<file path="src/rtl/lcd_ctrl_if.sv">
// LSU-side register word and HD44780 pin bundle for lcd_ctrl.
// master: the LSU/status side; slave: the sequencer driving the pins.
interface lcd_ctrl_if;
  logic [31:0] io_lcd;
  logic        lcd_on;
  logic        lcd_en;
  logic        lcd_rs;
  logic        lcd_rw;
  logic [7:0]  lcd_data;
  logic        busy;

  modport master (
    output io_lcd,
    input  lcd_on, lcd_en, lcd_rs, lcd_rw, lcd_data, busy
  );

  modport slave (
    input  io_lcd,
    output lcd_on, lcd_en, lcd_rs, lcd_rw, lcd_data, busy
  );
endinterface

</file>
<file path="src/rtl/lcd_ctrl.sv">
// HD44780 write sequencer: power-up init, then timed E/RS/DATA transfers launched by START
// edges in the io_lcd word, with a 1-deep last-wins pending buffer.
module lcd_ctrl #(
  parameter int unsigned T_SETUP   = 4,
  parameter int unsigned T_PULSE   = 25,
  parameter int unsigned T_HOLD    = 4,
  parameter int unsigned T_EXEC    = 2500,
  parameter int unsigned T_CLEAR   = 100000,
  parameter int unsigned T_POWERUP = 1000000,
  parameter int unsigned CNT_W     = 20
) (
  input  logic      clk_i,
  input  logic      rst_ni,
  lcd_ctrl_if.slave lcd_bus_io
);

  // A zero delay would never match a 0..T-1 count, so clamp to one cycle.
  localparam int unsigned SetupCyc   = (T_SETUP   == 0) ? 1 : T_SETUP;
  localparam int unsigned PulseCyc   = (T_PULSE   == 0) ? 1 : T_PULSE;
  localparam int unsigned HoldCyc    = (T_HOLD    == 0) ? 1 : T_HOLD;
  localparam int unsigned ExecCyc    = (T_EXEC    == 0) ? 1 : T_EXEC;
  localparam int unsigned ClearCyc   = (T_CLEAR   == 0) ? 1 : T_CLEAR;
  localparam int unsigned PowerupCyc = (T_POWERUP == 0) ? 1 : T_POWERUP;

  localparam logic [CNT_W-1:0] SetupLast   = CNT_W'(SetupCyc - 1);
  localparam logic [CNT_W-1:0] PulseLast   = CNT_W'(PulseCyc - 1);
  localparam logic [CNT_W-1:0] HoldLast    = CNT_W'(HoldCyc - 1);
  localparam logic [CNT_W-1:0] ExecLast    = CNT_W'(ExecCyc - 1);
  localparam logic [CNT_W-1:0] ClearLast   = CNT_W'(ClearCyc - 1);
  localparam logic [CNT_W-1:0] PowerupLast = CNT_W'(PowerupCyc - 1);

  typedef enum logic [2:0] {
    StPowerup,
    StSetup,
    StPulse,
    StHold,
    StExec,
    StIdle
  } state_e;

  function automatic logic [7:0] init_cmd(input logic [2:0] idx);
    unique case (idx)
      3'd0:    return 8'h38;
      3'd1:    return 8'h0C;
      3'd2:    return 8'h01;
      default: return 8'h06;
    endcase
  endfunction

  logic [31:0] io_lcd;
  assign io_lcd = lcd_bus_io.io_lcd;

  logic unused_io_bits;
  assign unused_io_bits = ^{io_lcd[30:11], io_lcd[8]};

  state_e           state_q, state_d;
  logic [CNT_W-1:0] cnt_q, cnt_d;
  logic [2:0]       init_idx_q, init_idx_d;
  logic             pend_q, pend_d;
  logic             pend_rs_q, pend_rs_d;
  logic [7:0]       pend_data_q, pend_data_d;
  logic             start_q, start_d;
  logic             on_q, on_d;
  logic             en_q, en_d;
  logic             rs_q, rs_d;
  logic [7:0]       data_q, data_d;
  logic             busy_q, busy_d;

  logic       start_edge;
  logic       is_clear;
  logic       exec_done;
  logic       load;
  logic       load_rs;
  logic [7:0] load_data;

  always_comb begin
    start_edge = io_lcd[10] & ~start_q;
    is_clear   = ~rs_q & ((data_q == 8'h01) | (data_q == 8'h02) | (data_q == 8'h03));
    exec_done  = is_clear ? (cnt_q == ClearLast) : (cnt_q == ExecLast);

    state_d     = state_q;
    init_idx_d  = init_idx_q;
    start_d     = io_lcd[10];
    on_d        = io_lcd[31];
    en_d        = en_q;
    rs_d        = rs_q;
    data_d      = data_q;
    pend_d      = pend_q;
    pend_rs_d   = pend_rs_q;
    pend_data_d = pend_data_q;
    load        = 1'b0;
    load_rs     = 1'b0;
    load_data   = 8'h00;

    if (start_edge) begin
      pend_d      = 1'b1;
      pend_rs_d   = io_lcd[9];
      pend_data_d = io_lcd[7:0];
    end

    unique case (state_q)
      StPowerup: begin
        if (cnt_q == PowerupLast) begin
          load       = 1'b1;
          load_data  = init_cmd(3'd0);
          init_idx_d = 3'd1;
        end
      end
      StSetup: begin
        if (cnt_q == SetupLast) begin
          state_d = StPulse;
          en_d    = 1'b1;
        end
      end
      StPulse: begin
        if (cnt_q == PulseLast) begin
          state_d = StHold;
          en_d    = 1'b0;
        end
      end
      StHold: begin
        if (cnt_q == HoldLast) state_d = StExec;
      end
      StExec: begin
        if (exec_done) begin
          if (init_idx_q < 3'd4) begin
            load       = 1'b1;
            load_data  = init_cmd(init_idx_q);
            init_idx_d = init_idx_q + 3'd1;
          end else if (pend_q) begin
            load      = 1'b1;
            load_rs   = pend_rs_q;
            load_data = pend_data_q;
            // An edge landing on this very cycle becomes the next pending transfer.
            pend_d    = start_edge;
          end else begin
            state_d = StIdle;
          end
        end
      end
      StIdle: begin
        if (start_edge) begin
          load      = 1'b1;
          load_rs   = io_lcd[9];
          load_data = io_lcd[7:0];
          pend_d    = 1'b0;
        end else if (pend_q) begin
          load      = 1'b1;
          load_rs   = pend_rs_q;
          load_data = pend_data_q;
          pend_d    = 1'b0;
        end
      end
      default: state_d = StPowerup;
    endcase

    if (load) begin
      state_d = StSetup;
      rs_d    = load_rs;
      data_d  = load_data;
    end

    if ((state_d != state_q) || (state_q == StIdle)) begin
      cnt_d = '0;
    end else begin
      cnt_d = cnt_q + CNT_W'(1);
    end

    busy_d = (state_d != StIdle) | pend_d;
  end

  always_ff @(posedge clk_i or negedge rst_ni) begin
    if (!rst_ni) begin
      state_q     <= StPowerup;
      cnt_q       <= '0;
      init_idx_q  <= 3'd0;
      pend_q      <= 1'b0;
      pend_rs_q   <= 1'b0;
      pend_data_q <= 8'h00;
      start_q     <= 1'b1;
      on_q        <= 1'b0;
      en_q        <= 1'b0;
      rs_q        <= 1'b0;
      data_q      <= 8'h00;
      busy_q      <= 1'b1;
    end else begin
      state_q     <= state_d;
      cnt_q       <= cnt_d;
      init_idx_q  <= init_idx_d;
      pend_q      <= pend_d;
      pend_rs_q   <= pend_rs_d;
      pend_data_q <= pend_data_d;
      start_q     <= start_d;
      on_q        <= on_d;
      en_q        <= en_d;
      rs_q        <= rs_d;
      data_q      <= data_d;
      busy_q      <= busy_d;
    end
  end

  assign lcd_bus_io.lcd_on   = on_q;
  assign lcd_bus_io.lcd_en   = en_q;
  assign lcd_bus_io.lcd_rs   = rs_q;
  assign lcd_bus_io.lcd_rw   = 1'b0;
  assign lcd_bus_io.lcd_data = data_q;
  assign lcd_bus_io.busy     = busy_q;

endmodule

</file>
<file path="src/flat_wrapper.sv">
// flat-port wrapper written by rule: the top's interface ports become plain ports
module lcd_ctrl_flat 
#(
  parameter int unsigned T_SETUP   = 4,
  parameter int unsigned T_PULSE   = 25,
  parameter int unsigned T_HOLD    = 4,
  parameter int unsigned T_EXEC    = 2500,
  parameter int unsigned T_CLEAR   = 100000,
  parameter int unsigned T_POWERUP = 1000000,
  parameter int unsigned CNT_W     = 20
)
  (clk_i, rst_ni, lcd_bus_io_io_lcd, lcd_bus_io_lcd_on, lcd_bus_io_lcd_en, lcd_bus_io_lcd_rs, lcd_bus_io_lcd_rw, lcd_bus_io_lcd_data, lcd_bus_io_busy);
  lcd_ctrl_if lcd_bus_io_i ();
  input  logic clk_i;
  input  logic rst_ni;
  input wire logic [$bits(lcd_bus_io_i.io_lcd)-1:0] lcd_bus_io_io_lcd;
  output wire logic [$bits(lcd_bus_io_i.lcd_on)-1:0] lcd_bus_io_lcd_on;
  output wire logic [$bits(lcd_bus_io_i.lcd_en)-1:0] lcd_bus_io_lcd_en;
  output wire logic [$bits(lcd_bus_io_i.lcd_rs)-1:0] lcd_bus_io_lcd_rs;
  output wire logic [$bits(lcd_bus_io_i.lcd_rw)-1:0] lcd_bus_io_lcd_rw;
  output wire logic [$bits(lcd_bus_io_i.lcd_data)-1:0] lcd_bus_io_lcd_data;
  output wire logic [$bits(lcd_bus_io_i.busy)-1:0] lcd_bus_io_busy;
  assign lcd_bus_io_i.io_lcd = lcd_bus_io_io_lcd;
  assign lcd_bus_io_lcd_on = lcd_bus_io_i.lcd_on;
  assign lcd_bus_io_lcd_en = lcd_bus_io_i.lcd_en;
  assign lcd_bus_io_lcd_rs = lcd_bus_io_i.lcd_rs;
  assign lcd_bus_io_lcd_rw = lcd_bus_io_i.lcd_rw;
  assign lcd_bus_io_lcd_data = lcd_bus_io_i.lcd_data;
  assign lcd_bus_io_busy = lcd_bus_io_i.busy;
  lcd_ctrl #(.T_SETUP(T_SETUP), .T_PULSE(T_PULSE), .T_HOLD(T_HOLD), .T_EXEC(T_EXEC), .T_CLEAR(T_CLEAR), .T_POWERUP(T_POWERUP), .CNT_W(CNT_W)) u_core (.clk_i(clk_i), .rst_ni(rst_ni), .lcd_bus_io(lcd_bus_io_i));
endmodule
</file>
<file path="config.mk">
export PLATFORM = sky130hd
export DESIGN_NAME = lcd_ctrl_flat
export DESIGN_NICKNAME = d
export VERILOG_FILES = /design/src/rtl/lcd_ctrl_if.sv /design/src/rtl/lcd_ctrl.sv /design/src/flat_wrapper.sv
export SDC_FILE = /design/constraint.sdc
export NUM_CORES = 1
export LEC_CHECK = 0
export CORE_ASPECT_RATIO = 0.5
export CORE_MARGIN = 4
export CORE_UTILIZATION = 25
export DETAILED_ROUTE_END_ITERATION = 8
export PLACE_DENSITY = 0.51
export SLEW_MARGIN = 40
export SYNTH_ARGS = -nofsm -noshare
export SYNTH_HDL_FRONTEND = slang
export SYNTH_SLANG_ARGS = --single-unit
</file>
<file path="constraint.sdc">
create_clock -name clk_i -period 2.9 [get_ports clk_i]
set_clock_uncertainty 0.05 [all_clocks]
set_input_delay 0.58 -clock clk_i [delete_from_list [all_inputs] [get_ports clk_i]]
set_output_delay 0.58 -clock clk_i [all_outputs]
set_load 0.005 [all_outputs]
</file>
==> reports/summary.md <==
The flow ran to the end, and the final reports show no timing, DRC or antenna violations. The DRC violation count after routing was 0. The routed design could run at a clock period as short as 2630 ps. Summed over all layers, the routed wires come to 6750 um. Static timing analysis puts the maximum clock frequency at 380 MHz. The synthesis-to-layout area growth was 21.1%.

Setup repair after global routing left no endpoint under its margin. The post-CTS setup buffer count was 0. 47 I/O pins were placed. Max-cap violations in this run came to 0. In the final routed layout, each cell accounts on average for 15.4 um.

The type of element capturing the critical path is a flop. The tightest min-delay check is of the primary input to asynchronous set/reset pin type. Ranked by total cell area, the synthesized netlist is headed by dfrtp_1, xnor2_1, mux2_2.

The run gives 0.440 as the sequential element share of the synthesized area. The number of vias per cell after detailed routing is 4.90. The first TritonRoute pass finished after 4 iterations. The via count of the first global-routing pass is 2273, and the die area is 13000 sq um. The run gives 0 as the count of endpoints failing hold in the final timing report. The run gives 0.510 as the headroom to the max-slew limit. The combined buffer and inverter count along the critical path was 1; the peak supply drop was 0.244 mV. Summing all non-filler instances in the final layout gives an area of 3380 sq um. The smallest setup slack after layout is 268 ps.

The run gives 0.265 as the initial core utilization. The top-area cell type share of the netlist area was 0.421; the number of filler instances in the final layout was 1090. Before CTS, the worst setup slack after placement is 253 ps. When the netlist entered floorplanning its net count stood at 310. Share of the clock period used by the worst path after layout: 0.908. Category of the critical setup timing path: flop to flop. After detailed placement, the design holds a cell count of 431.

Data on the critical path arrives at its endpoint at 2770 ps. For this run, the number of Yosys warnings is 0. By instance count, the leading cell after synthesis is dfrtp_1. The root buffer cell chosen for the clock tree is clkbuf_16. TritonCTS built the clock tree. The cell area that synthesis handed to floorplanning was 2790 sq um.

The number of cells in the finished layout apart from fillers was 439; the overall via count from detail_route was 2150. The number of antenna violations at the first check in global routing came out at 0. The tools report the number of DRC violations after detailed-routing iteration 0 as 107. Setup violations remaining at the end of the flow were counted as 0. For this run, the leading register cell type out of synthesis is dfrtp_1.

In this run the worst path has a maximum fanout of 19. The placed instances occupy a cell area of 3200 sq um. Combinational power share: 0.316.

The flop and latch count out of synthesis is 49. STA classifies the critical path startpoint as a flop. The data required time of the worst path is 3030 ps. The fraction of final layout cells with drive strength greater than 1 was 0.164; the power dissipated by switching net loads was 0.811 mW. Combined global-route utilization of all metal layers: 0.111. Walking the worst path, the cells encountered are nor4_1 -> buf_4 -> nand2_1 -> or4_4 -> a21oi_4 -> nand4b_4 -> a211oi_1. Synthesis handed over a netlist of 270 instances. Overall power consumption after layout is estimated at 2.46 mW. The first global-routing pass estimated 11400 um of wire. The tree built by TritonCTS fans out to 49 sinks. The register share of total power is 0.404, and the number of buffers created by CTS is 5.

Hold repair after CTS inserted 0 buffers. The repair_antennas step left the layout with diodes totalling 0. For the pin with the worst max-slew slack, the measured transition is 730 ps.

The longest clock path from root to sink contains 2 buffers. Stage delay of the slowest cell on the critical path: 500 ps. The top cell type by total area after synthesis was dfrtp_1. The fraction of power spent switching nets was 0.329; the post-cts sizing count was 0.

The internal power of the cells totals 1.65 mW. The placeable core region is 10500 sq um. Yosys mapped a number of flops with a built-in enable equal to 0.

The clock-pin transition on the worst setup and hold timing paths works out to 70 ps. The remaining number of nets flagged by the antenna check after routing is 0, and the routability-driven placement congestion ratio is 0.758. In this run the mean area of a mapped cell was 10.3 sq um. Entering global routing, the biggest net connects 50 pins. In the final design database the tool counted 338 nets. The final core area utilization is 0.321. Summed over all nets, the half-perimeter wirelength after detailed placement is 4940 um. In this design, the largest share of critical-path delay is due to simple AND/OR/NAND/NOR gates. The fraction of synthesis flops using an asynchronous set or reset pin is 1.00.

The tools report the final max-slew violation count as 0. The tools report the count of cell types in the netlist as 59. The number of buffers inserted by port buffering was 24; the chip height was 82.7 um.

CTS built an H-tree with a depth of 2. For the worst-skew pair, the clock arrives at the later sink with an insertion delay of 290 ps. Worst-path cell with the longest stage delay: or4_4.

The static leakage is 1.38 nW. Summed over all layers, the global routing overflow is 0. The width of the die is 157 um, and the count of standard-cell rows is 26. The areal power density over the cells came out at 729 nW/um^2. The commonest cells after synthesis are dfrtp_1, nor2_1, nand2_1, nand3_1, xnor2_1. The run gives 0.281 as the clock power share.
## flip-flops by register name (all words and copies together) (netlist names)
signal and cells:
u_core.cnt_q 20, u_core.init_idx_q 3, u_core.lcd_bus_io.busy 1, u_core.lcd_bus_io.lcd_data 8, u_core.lcd_bus_io.lcd_en 1, u_core.lcd_bus_io.lcd_on 1, u_core.lcd_bus_io.lcd_rs 1, u_core.pend_data_q 8
u_core.pend_q 1, u_core.pend_rs_q 1, u_core.start_q 1, u_core.state_q 3
## cells by family after synthesis
| group | count (synthesis) | synth area share |
|---|---|---|
| compound gates | 58 | 0.170 |
| xor+xnor | 19 | 0.0596 |
| fa+ha+maj | 6 | 0.0269 |
| buf+inv | 21 | 0.0359 |
| flops | 49 | 0.440 |
| mux | 12 | 0.0515 |
| other cells | 1 | 0.00134 |
| simple gates | 104 | 0.215 |
## stage by stage
| step | setup TNS, ps | hold WS (ps) |
|---|---|---|
| after floorplan | 0 | 234 |
| after global placement | -150 | 422 |
| after detailed placement | 0 | 433 |
| after CTS | 0 | 387 |
| after global routing | 0 | 432 |
| final | 0 | 364 |
## power by group through the flow
stage	registers (mW)	logic, mW	clock network (mW)
after global placement	0.999	0.765	0
after CTS	0.994	0.790	0.710
after global routing	1.01	0.863	0.738
final	0.994	0.778	0.691
after detailed placement	1.01	0.787	0
after floorplan	0.955	0.519	0
## worst register-to-register path: stages, from the launching register on
cell and delay [ps]:
dfrtp_1 450, nor4_1 370, buf_4 180, nand2_1 60
or4_4 500, a21oi_4 200, nand4b_4 350, a211oi_1 360
## area by class of cell
| class | count | area (sq um) | area share |
|---|---|---|---|
| Clock buffer | 6 | 139 | 0.0411 |
| Clock inverter | 2 | 37.5 | 0.0111 |
| Inverter | 10 | 37.5 | 0.0111 |
| Multi-Input combinational cell | 200 | 1470 | 0.434 |
| Sequential cell | 49 | 1230 | 0.363 |
| Tap cell | 140 | 175 | 0.0518 |
| Timing Repair Buffer | 32 | 295 | 0.0873 |
## layer usage
layer	share of wire	up-vias	global-route usage	routed length, um
met5	0	-	0	0
met4	0.010	0	0.0309	70
met3	0.040	5	0.0224	270
met2	0.47	43	0.192	3180
met1	0.48	1066	0.141	3240
li1	-	1036	-	-
## placed cells by master (no fill, tap or decap), drive strengths merged, types with 7 or more instances in the layout
master	synthesis	final
dfrtp	47	47
nor2	24	24
clkdlybuf4s50	0	23
nand2	18	18
a211oi	18	18
xnor2	14	14
nand3	14	14
inv	10	10
mux2	9	9
buf	5	9
nor3	9	9
o21ai	7	7
## worst paths after layout
check                                      start                     to  slack, ps  cells after the start
worst max-delay path            u_core.cnt_q[14]        u_core.cnt_q[4]        270                      7
worst min-delay path                      rst_ni       u_core.cnt_q[17]        360                      2
worst max register to register  u_core.cnt_q[14]        u_core.cnt_q[4]        270                      7
worst min register to register   u_core.cnt_q[0]        u_core.cnt_q[0]        440                      1
max in group asynchronous                 rst_ni  u_core.pend_data_q[6]       2000                      2
min in group clk_i               u_core.cnt_q[0]        u_core.cnt_q[0]        440                      1
Power figures use the tool's default switching activity.
